==> config.mk <==
export PLATFORM = sky130hd
export DESIGN_NAME = ann_job_arbiter_flat
export DESIGN_NICKNAME = d
export VERILOG_FILES = /design/src/rtl/ann_job_arbiter_if.sv /design/src/rtl/ann_job_arbiter.sv /design/src/flat_wrapper.sv
export SDC_FILE = /design/constraint.sdc
export NUM_CORES = 1
export LEC_CHECK = 0
export ABC_AREA = 1
export CAP_MARGIN = 20
export CORE_MARGIN = 5
export CORE_UTILIZATION = 30
export CTS_CLUSTER_DIAMETER = 150
export CTS_CLUSTER_SIZE = 25
export DETAILED_ROUTE_END_ITERATION = 8
export PLACE_DENSITY = 0.6
export SLEW_MARGIN = 20
export SYNTH_ARGS = -nofsm -noshare
export SYNTH_HDL_FRONTEND = slang
export SYNTH_SLANG_ARGS = --single-unit
==> constraint.sdc <==
create_clock -name clock -period 2 [get_ports clock]
set_input_delay 0.4 -clock clock [delete_from_list [all_inputs] [get_ports clock]]
set_output_delay 0.4 -clock clock [all_outputs]
set_load 0.005 [all_outputs]
==> src/rtl/ann_job_arbiter_if.sv <==
// Bundle of requester, core and response signals around the ANN job arbiter.
// master = arbiter side, slave = host/core environment side.
interface ann_job_arbiter_if #(
  parameter int N_REQ  = 4,
  parameter int ID_W   = 2,
  parameter int DATA_W = 32
);
  logic [N_REQ-1:0]  req;
  logic              core_start;
  logic              core_done;
  logic [DATA_W-1:0] core_result;
  logic              core_rst_n;
  logic              busy;
  // Response handshake: a beat transfers on a rising edge where rsp_valid && rsp_ready.
  // rsp_valid never depends on rsp_ready; once raised, rsp_id/rsp_data/rsp_err hold
  // until that transfer, and rsp_ready may be high before rsp_valid appears.
  logic              rsp_valid;
  logic              rsp_ready;
  logic [ID_W-1:0]   rsp_id;
  logic [DATA_W-1:0] rsp_data;
  logic              rsp_err;
  logic [2:0]        dbg_state;

  modport master (
    input  req, core_done, core_result, rsp_ready,
    output core_start, core_rst_n, busy, rsp_valid, rsp_id, rsp_data, rsp_err, dbg_state
  );

  modport slave (
    output req, core_done, core_result, rsp_ready,
    input  core_start, core_rst_n, busy, rsp_valid, rsp_id, rsp_data, rsp_err, dbg_state
  );
endinterface

==> src/rtl/ann_job_arbiter.sv <==
// Round-robin sharing of one start/done inference core among N_REQ requesters,
// with timeout abort, local core reset and a registered valid/ready response port.
module ann_job_arbiter #(
  parameter int N_REQ          = 4,
  parameter int ID_W           = 2,
  parameter int DATA_W         = 32,
  parameter int TIMEOUT_CYCLES = 2500,
  parameter int RECOVER_CYCLES = 2
) (
  input  logic               clock,
  input  logic               reset,
  ann_job_arbiter_if.master  bus
);

  localparam logic [2:0] S_IDLE    = 3'd0;
  localparam logic [2:0] S_START   = 3'd1;
  localparam logic [2:0] S_BUSY    = 3'd2;
  localparam logic [2:0] S_DELIVER = 3'd3;
  localparam logic [2:0] S_RECOVER = 3'd4;

  localparam int CNT_MAX = (TIMEOUT_CYCLES > RECOVER_CYCLES) ? TIMEOUT_CYCLES : RECOVER_CYCLES;
  localparam int TMR_W   = $clog2(CNT_MAX + 1);
  localparam logic [TMR_W-1:0] TMO_LAST = TMR_W'(TIMEOUT_CYCLES - 1);
  localparam logic [TMR_W-1:0] REC_LAST = TMR_W'(RECOVER_CYCLES - 1);
  localparam logic [ID_W-1:0]  ID_LAST  = ID_W'(N_REQ - 1);

  logic [2:0]        state_q,      state_d;
  logic [ID_W-1:0]   rr_ptr_q,     rr_ptr_d;
  logic [N_REQ-1:0]  mask_q,       mask_d;
  logic [TMR_W-1:0]  timer_q,      timer_d;
  logic              core_start_q, core_start_d;
  logic              core_rst_n_q, core_rst_n_d;
  logic              busy_q,       busy_d;
  logic              rsp_valid_q,  rsp_valid_d;
  logic [ID_W-1:0]   rsp_id_q,     rsp_id_d;
  logic [DATA_W-1:0] rsp_data_q,   rsp_data_d;
  logic              rsp_err_q,    rsp_err_d;

  logic [N_REQ-1:0]  eligible;
  logic              grant_found;
  logic [ID_W-1:0]   grant_id;
  logic [31:0]       cand;

  // Search starts at rr_ptr and wraps; the requester just served is masked for one IDLE cycle.
  always_comb begin
    eligible    = bus.req & ~mask_q;
    grant_found = 1'b0;
    grant_id    = '0;
    cand        = '0;
    for (int i = 0; i < N_REQ; i++) begin
      cand = 32'(rr_ptr_q) + 32'(i);
      if (cand >= 32'(N_REQ)) cand = cand - 32'(N_REQ);
      if (!grant_found && eligible[cand[ID_W-1:0]]) begin
        grant_found = 1'b1;
        grant_id    = cand[ID_W-1:0];
      end
    end
  end

  always_comb begin
    state_d      = state_q;
    rr_ptr_d     = rr_ptr_q;
    mask_d       = mask_q;
    timer_d      = timer_q;
    core_start_d = 1'b0;
    core_rst_n_d = core_rst_n_q;
    rsp_valid_d  = rsp_valid_q;
    rsp_id_d     = rsp_id_q;
    rsp_data_d   = rsp_data_q;
    rsp_err_d    = rsp_err_q;

    case (state_q)
      S_IDLE: begin
        mask_d = '0;
        if (grant_found) begin
          rsp_id_d     = grant_id;
          rr_ptr_d     = (grant_id == ID_LAST) ? '0 : grant_id + ID_W'(1);
          core_start_d = 1'b1;
          state_d      = S_START;
        end
      end
      S_START: begin
        timer_d = '0;
        state_d = S_BUSY;
      end
      S_BUSY: begin
        timer_d = timer_q + TMR_W'(1);
        // A done arriving on the expiry cycle still counts as a good result.
        if (bus.core_done) begin
          rsp_data_d  = bus.core_result;
          rsp_err_d   = 1'b0;
          rsp_valid_d = 1'b1;
          state_d     = S_DELIVER;
        end else if (timer_q == TMO_LAST) begin
          rsp_data_d   = '0;
          rsp_err_d    = 1'b1;
          core_rst_n_d = 1'b0;
          timer_d      = '0;
          state_d      = S_RECOVER;
        end
      end
      S_RECOVER: begin
        if (timer_q == REC_LAST) begin
          core_rst_n_d = 1'b1;
          rsp_valid_d  = 1'b1;
          state_d      = S_DELIVER;
        end else begin
          timer_d = timer_q + TMR_W'(1);
        end
      end
      S_DELIVER: begin
        if (bus.rsp_ready) begin
          rsp_valid_d = 1'b0;
          mask_d      = N_REQ'(1) << rsp_id_q;
          state_d     = S_IDLE;
        end
      end
      default: begin
        state_d      = S_IDLE;
        core_rst_n_d = 1'b1;
        rsp_valid_d  = 1'b0;
      end
    endcase

    busy_d = (state_d != S_IDLE);
  end

  always_ff @(posedge clock or negedge reset) begin
    if (!reset) begin
      state_q      <= S_IDLE;
      rr_ptr_q     <= '0;
      mask_q       <= '0;
      timer_q      <= '0;
      core_start_q <= 1'b0;
      core_rst_n_q <= 1'b1;
      busy_q       <= 1'b0;
      rsp_valid_q  <= 1'b0;
      rsp_id_q     <= '0;
      rsp_data_q   <= '0;
      rsp_err_q    <= 1'b0;
    end else begin
      state_q      <= state_d;
      rr_ptr_q     <= rr_ptr_d;
      mask_q       <= mask_d;
      timer_q      <= timer_d;
      core_start_q <= core_start_d;
      core_rst_n_q <= core_rst_n_d;
      busy_q       <= busy_d;
      rsp_valid_q  <= rsp_valid_d;
      rsp_id_q     <= rsp_id_d;
      rsp_data_q   <= rsp_data_d;
      rsp_err_q    <= rsp_err_d;
    end
  end

  assign bus.core_start = core_start_q;
  assign bus.core_rst_n = core_rst_n_q;
  assign bus.busy       = busy_q;
  assign bus.rsp_valid  = rsp_valid_q;
  assign bus.rsp_id     = rsp_id_q;
  assign bus.rsp_data   = rsp_data_q;
  assign bus.rsp_err    = rsp_err_q;
  assign bus.dbg_state  = state_q;

endmodule

==> src/flat_wrapper.sv <==
// flat-port wrapper written by rule: the top's interface ports become plain ports
module ann_job_arbiter_flat 
#(
  parameter int N_REQ          = 4,
  parameter int ID_W           = 2,
  parameter int DATA_W         = 32,
  parameter int TIMEOUT_CYCLES = 2500,
  parameter int RECOVER_CYCLES = 2
)
  (clock, reset, bus_req, bus_core_done, bus_core_result, bus_rsp_ready, bus_core_start, bus_core_rst_n, bus_busy, bus_rsp_valid, bus_rsp_id, bus_rsp_data, bus_rsp_err, bus_dbg_state);
  ann_job_arbiter_if #(.N_REQ(N_REQ), .ID_W(ID_W), .DATA_W(DATA_W)) bus_i ();
  input  logic clock;
  input  logic reset;
  input wire logic [$bits(bus_i.req)-1:0] bus_req;
  input wire logic [$bits(bus_i.core_done)-1:0] bus_core_done;
  input wire logic [$bits(bus_i.core_result)-1:0] bus_core_result;
  input wire logic [$bits(bus_i.rsp_ready)-1:0] bus_rsp_ready;
  output wire logic [$bits(bus_i.core_start)-1:0] bus_core_start;
  output wire logic [$bits(bus_i.core_rst_n)-1:0] bus_core_rst_n;
  output wire logic [$bits(bus_i.busy)-1:0] bus_busy;
  output wire logic [$bits(bus_i.rsp_valid)-1:0] bus_rsp_valid;
  output wire logic [$bits(bus_i.rsp_id)-1:0] bus_rsp_id;
  output wire logic [$bits(bus_i.rsp_data)-1:0] bus_rsp_data;
  output wire logic [$bits(bus_i.rsp_err)-1:0] bus_rsp_err;
  output wire logic [$bits(bus_i.dbg_state)-1:0] bus_dbg_state;
  assign bus_i.req = bus_req;
  assign bus_i.core_done = bus_core_done;
  assign bus_i.core_result = bus_core_result;
  assign bus_i.rsp_ready = bus_rsp_ready;
  assign bus_core_start = bus_i.core_start;
  assign bus_core_rst_n = bus_i.core_rst_n;
  assign bus_busy = bus_i.busy;
  assign bus_rsp_valid = bus_i.rsp_valid;
  assign bus_rsp_id = bus_i.rsp_id;
  assign bus_rsp_data = bus_i.rsp_data;
  assign bus_rsp_err = bus_i.rsp_err;
  assign bus_dbg_state = bus_i.dbg_state;
  ann_job_arbiter #(.N_REQ(N_REQ), .ID_W(ID_W), .DATA_W(DATA_W), .TIMEOUT_CYCLES(TIMEOUT_CYCLES), .RECOVER_CYCLES(RECOVER_CYCLES)) u_core (.clock(clock), .reset(reset), .bus(bus_i));
endmodule
## Word level (Yosys, flattened, before mapping)

Index checks and enable logic that the tools add are counted.

| cells by class | value |
|---|---|
| $lt $le $gt $ge | 8 |
| bitwise logic cells | 4 |
| shift operators | 1 |
| add/subtract/negate cells | 9 |
| multiply operators | 0 |
| equality and inequality tests | 13 |
| muxes and demuxes | 46 |
| reductions and logical operators | 19 |
| div/mod/pow operators | 0 |

Operators by type and width:

| kind | count |
|---|---|
| 32-bit 2-to-1 mux | 2 |
| 12-bit 2-to-1 mux | 3 |
| 12-bit case mux with 3 select lines | 1 |
| 2-bit 2-to-1 mux | 9 |
| 1-bit 2-to-1 mux | 17 |
| 3-bit 2-to-1 mux | 5 |
| 3-bit case mux with 5 select lines | 1 |
| 12-bit by 1-bit adder with 12-bit output (second input constant) | 1 |
| 12-bit by 1-bit == test with 1-bit output (second input constant) | 1 |
| 12-bit == test (second input constant) | 1 |
| 2-bit by 3-bit less-than comparator with 1-bit output (second input constant) | 4 |
| 3-bit >= comparator (second input constant) | 3 |
| 1-bit binary-select mux with 2-bit select | 4 |
| 2-bit != test (second input constant) | 4 |
| 4-bit case mux with 2 select lines | 1 |
| 2-bit AND reduction | 4 |
| 4-bit AND reduction | 2 |
| 2-bit by 1-bit subtractor with 2-bit output (second input constant) | 4 |
| 2-bit by 2-bit adder with 3-bit output (second input constant) | 2 |
| 3-bit by 2-bit == test with 1-bit output (second input constant) | 2 |
| 3-bit nonzero test | 2 |
| 4-bit bitwise AND | 1 |
| 4-bit 2-to-1 mux | 1 |
| 2-bit by 1-bit != test with 1-bit output (second input constant) | 2 |
| 17 further kinds | 23 |

| word-level totals | value |
|---|---|
| latch bits | 0 |
| memory bits (read-only) | 0 |
| bits of input ports | 40 |
| RAM bits | 0 |
| flip-flop bits (word level) | 60 |
| memories | 0 |
| output and inout bits | 42 |

## Depth between registers and ports, before layout

| depth | value |
|---|---|
| depth in word-level cells | 17 |
| gate-level depth with buffers | 13 |
| mapped depth without buffers | 12 |

## Worst setup path after synthesis

No wires, ideal clock.

| path | value |
|---|---|
| path type | register to register |
| start point | register u_core.timer_q[0] |
| end point | register u_core.timer_q[6] |
| arrival time | 1382 ps |
| stages on the path, launching flop included | 9 |
| setup slack | 497 ps |
| period minus slack after synthesis | 1503 ps |
| data required time | 1879 ps |
| path through | dfrtp_1 > ha_1 > nand3_1 > nor3_4 > nand2_1 > nand2_1 > nand2_1 > a21oi_1 > a21oi_1 |

| on the way | value |
|---|---|
| word-level cells in the longest chain between the ends | 4 |
| elaborated cells between the ends (all ways) | 9 |
| classes of those cells | 1 x add/sub; 3 x eq/ne; 4 x mux; 1 x reduce/logical |

RTL lines:

| element | line | text |
|---|---|---|
| from (decl) | ann_job_arbiter.sv:30 | `logic [TMR_W-1:0] timer_q, timer_d;` |
| from (signal assigned) | ann_job_arbiter.sv:145 | `timer_q <= timer_d;` |
| 12-bit by 1-bit adder with 12-bit output or 12-bit == test (tied branches) | ann_job_arbiter.sv:87, ann_job_arbiter.sv:108, ann_job_arbiter.sv:94 |  |
| 12-bit 2-to-1 mux | ann_job_arbiter.sv:94 | `end else if (timer_q == TMO_LAST) begin` |
| 12-bit 2-to-1 mux | ann_job_arbiter.sv:89 | `if (bus.core_done) begin` |
| 12-bit case mux with 3 select lines | ann_job_arbiter.sv:72 | `case (state_q)` |

Several ways; a longest one is shown, not always the timed one. The select of a mux whose other input is x is not followed.
A chain may end at the register's enable or synchronous reset.

## Worst setup path after layout

| path | value |
|---|---|
| start point | register u_core.state_q[0] (netlist: u_core.bus.dbg_state[0]) |
| end point | output port bus_dbg_state[0] |

RTL lines:

| element | line | text |
|---|---|---|
| from (decl) | ann_job_arbiter.sv:27 | `logic [2:0] state_q, state_d;` |
| from (signal assigned) | ann_job_arbiter.sv:142 | `state_q <= state_d;` |
| to (decl) | flat_wrapper.sv:25 | `output wire logic [$bits(bus_i.dbg_state)-1:0] bus_dbg_state;` |

No word-level cell between the ends.

==> flow_metrics.env <==
export IMPL_gp_congestion=0.8384
export IMPL_design_core_area_um2=9774
export IMPL_via_count=2798
export IMPL_grt_overflow=0
export IMPL_path_buf_inv=1
export IMPL_maxCapViolCount=0
export IMPL_routed_wl_um=7605
export IMPL_netlist_area_um2=3012
export IMPL_finalHoldViolCount=0
export IMPL_crit_chain="clkdlybuf4s50_1"
export IMPL_htreeDepth=3
export IMPL_synth_area_leaders="dfrtp_1 49%, nand2_1 14%, nand3_1 10%"
export IMPL_fmax_ghz=0.5513
export IMPL_worst_pin_slew_ps=443.9
export IMPL_final_nets=505
export IMPL_cp_top_family="buffers and inverters"
export IMPL_synth_fa_ha_area_share_pct=0.8309
export IMPL_crit_required_ps=1600
export IMPL_path_max_fanout=7
export IMPL_fin_ws_ps=186.0
export IMPL_die_h_um=110.2
export IMPL_ys_warn_count=0
export IMPL_cts_tree="built"
export IMPL_yosys_most_used_dff="dfrtp_1"
export IMPL_grt_max_degree=21
export IMPL_clkTransAtPathRegs_ps=70
export IMPL_detailedRoute_firstIterationViolations=163
export IMPL_p_leak_uw=0.001973
export IMPL_min_period_over_period_pct=90.70
export IMPL_row_count=36
export IMPL_start_kind="flop"
export IMPL_slew_headroom_pct=70.41
export IMPL_cts_sinks=60
export IMPL_first_pass_iters=4
export IMPL_cts_inserted_buffers=9
export IMPL_yosys_area_top_type="dfrtp_1"
export IMPL_synth_simple_area_share_pct=34.36
export IMPL_synth_top_cell_area_share_pct=49.02
export IMPL_drtAntennaViolNets=0
export IMPL_cp_end_kind="output port"
export IMPL_synth_seq_cells=60
export IMPL_fillers=1020
export IMPL_grt_pass1_vias=2783
export IMPL_synth_edff_count=0
export IMPL_synthCells=373
export IMPL_path_class="flop to output port"
export IMPL_yosysMostFrequentCell="nand2_1"
export IMPL_dp_slack_ps=96.27
export IMPL_cts_resized=0
export IMPL_multi_input_area_um2=1294
export IMPL_die_w_um=110.2
export IMPL_setup_viol=0
export IMPL_grt_pass1_wl_um=12680
export IMPL_ios=82
export IMPL_min_path_type="input pin to asynchronous set/reset pin"
export IMPL_drcViolationCount=0
export IMPL_antenna_found_initial=0
export IMPL_fin_skew_ps=10.76
export IMPL_synthToLayoutAreaGrowth_pct=39.01
export IMPL_synth_common_cells="116 x nand2_1, 60 x nand3_1, 59 x dfrtp_1"
export IMPL_arrival_ps=1410
export IMPL_cts_setup_buffers=0
export IMPL_critPathSlowestCell="clkdlybuf4s50_1"
export IMPL_status="complete, no violations"
export IMPL_clk_latency_ps=330
export IMPL_fin_crit_ps=1814
export IMPL_drive_above_1_share_pct=11.32
export IMPL_track_usage_pct=13.12
export IMPL_avgViaCountPerCell=4.656
export IMPL_hpwl_um=5804
export IMPL_ys_seq_area_share_pct=49.90
export IMPL_insertedDiodeCount=0
export IMPL_synthMuxAreaShare_pct=0
export IMPL_synth_compound_area_share_pct=6.897
export IMPL_postCtsHoldBufs=0
export IMPL_fin_tns_setup_ps=0
export IMPL_regArea_um2=1503
export IMPL_ir_drop_mv=0.5534
export IMPL_synth_xor_area_share_pct=0.8725
export IMPL_initial_utilization_pct=30.81
export IMPL_r2r_setup_slack_ps=280
export IMPL_port_buffers=81
export IMPL_synth_top_family_by_area="simple AND/OR/NAND/NOR gates"
export IMPL_drv_slew=0
export IMPL_syn_area_per_cell_um2=8.074
export IMPL_synth_nets=415
export IMPL_rsz0062_at_grt="no"
export IMPL_wire_per_inst_um=12.65
export IMPL_cts_buffer_depth=2
export IMPL_crit_path_max_incr_delay_ps=600
export IMPL_root_buffer="clkbuf_8"
export IMPL_async_flop_share_pct=100.0
export IMPL_power_density_nw_per_um2=1407
export IMPL_synth_distinct_cells=32
export IMPL_dieArea_um2=12140
-- layout make-up --
cell class | count | share of cell area, %
flip-flops and latches | 60 | 35.89
inverters | 36 | 3.347
clock buffers | 12 | 3.706
repair buffers | 91 | 21.04
clock inverters | 4 | 1.136
well taps | 133 | 3.975
multi-input cells | 265 | 30.90
-- metal layers --
| metal | track usage [%] | wire length, um |
|---|---|---|
| met5 | 0 | 0 |
| met4 | 5.013 | 103 |
| met3 | 4.543 | 575 |
| met2 | 19.76 | 3399 |
| met1 | 17.36 | 3526 |
-- through the flow --
step           hold slack (ps)  cells  util [%]  instance area [um^2]  power, uW
2_1_floorplan            104.4    373         -                  3012       3607
3_3_place_gp             382.6    585     40.76                  3984       4800
3_5_place_dp             378.4    585     40.76                  3984       4836
4_1_cts                  7.913    601     42.83                  4187       5956
5_1_grt                  30.83    601     42.83                  4187       6405
6_report                 3.753    601     42.83                  4187       5890
-- cells in the final DEF (no fill, tap or decap), types with 2 or more instances in the layout --
cell type,count
nand2_1,116
clkdlybuf4s50_1,80
nand3_1,60
dfrtp_1,59
inv_1,26
nor2_1,15
o21ai_0,13
nand4_1,11
clkbuf_8,11
a21oi_1,10
buf_4,10
inv_2,8
o21ai_1,7
nand2_2,6
nand3_2,4
xor2_1,3
a21boi_1,3
nor3_4,2
inv_4,2
nor3_1,2
o22ai_1,2
ha_1,2
clkinv_2,2
-- registers in the layout, indices dropped and copies added (netlist names) --
name	count
u_core.bus.busy	1
u_core.bus.core_rst_n	1
u_core.bus.core_start	1
u_core.bus.dbg_state	3
u_core.bus.rsp_data	32
u_core.bus.rsp_err	1
u_core.bus.rsp_id	2
u_core.bus.rsp_valid	1
u_core.mask_q	4
u_core.rr_ptr_q	2
u_core.timer_q	12
-- where the power goes --
| group | total (uW) | switching (uW) | leakage, uW | internal (uW) |
|---|---|---|---|---|
| logic | 2760 | 1450 | 0.00111 | 1310 |
| clock network | 1100 | 457 | 0.000102 | 639 |
| registers | 2030 | 357 | 0.000762 | 1680 |
| total | 5890 | 2270 | 0.00197 | 3620 |
-- path summary, 6_finish.rpt --
| kind | from | to | cells past startpoint |
|---|---|---|---|
| worst max-delay path | u_core.bus.dbg_state[0] | bus_dbg_state[0] | 1 |
| worst min-delay path | reset | u_core.bus.rsp_data[3] | 1 |
| worst max register to register | u_core.timer_q[0] | u_core.timer_q[5] | 8 |
| worst min register to register | u_core.bus.rsp_data[15] | u_core.bus.rsp_data[15] | 2 |
| max in group asynchronous | reset | u_core.bus.rsp_data[19] | 2 |
| min in group clock | u_core.bus.rsp_data[15] | u_core.bus.rsp_data[15] | 2 |
-- kinds of logic after synthesis --
kind of cell / after synthesis
AOI/OAI and AO/OA: 38
xor gates and xnor gates: 3
buffers and inverters: 48
DFF: 60
and+or+nand+nor: 222
adders and majority gates: 2
Note: power is estimated with default switching activity, not from simulation.
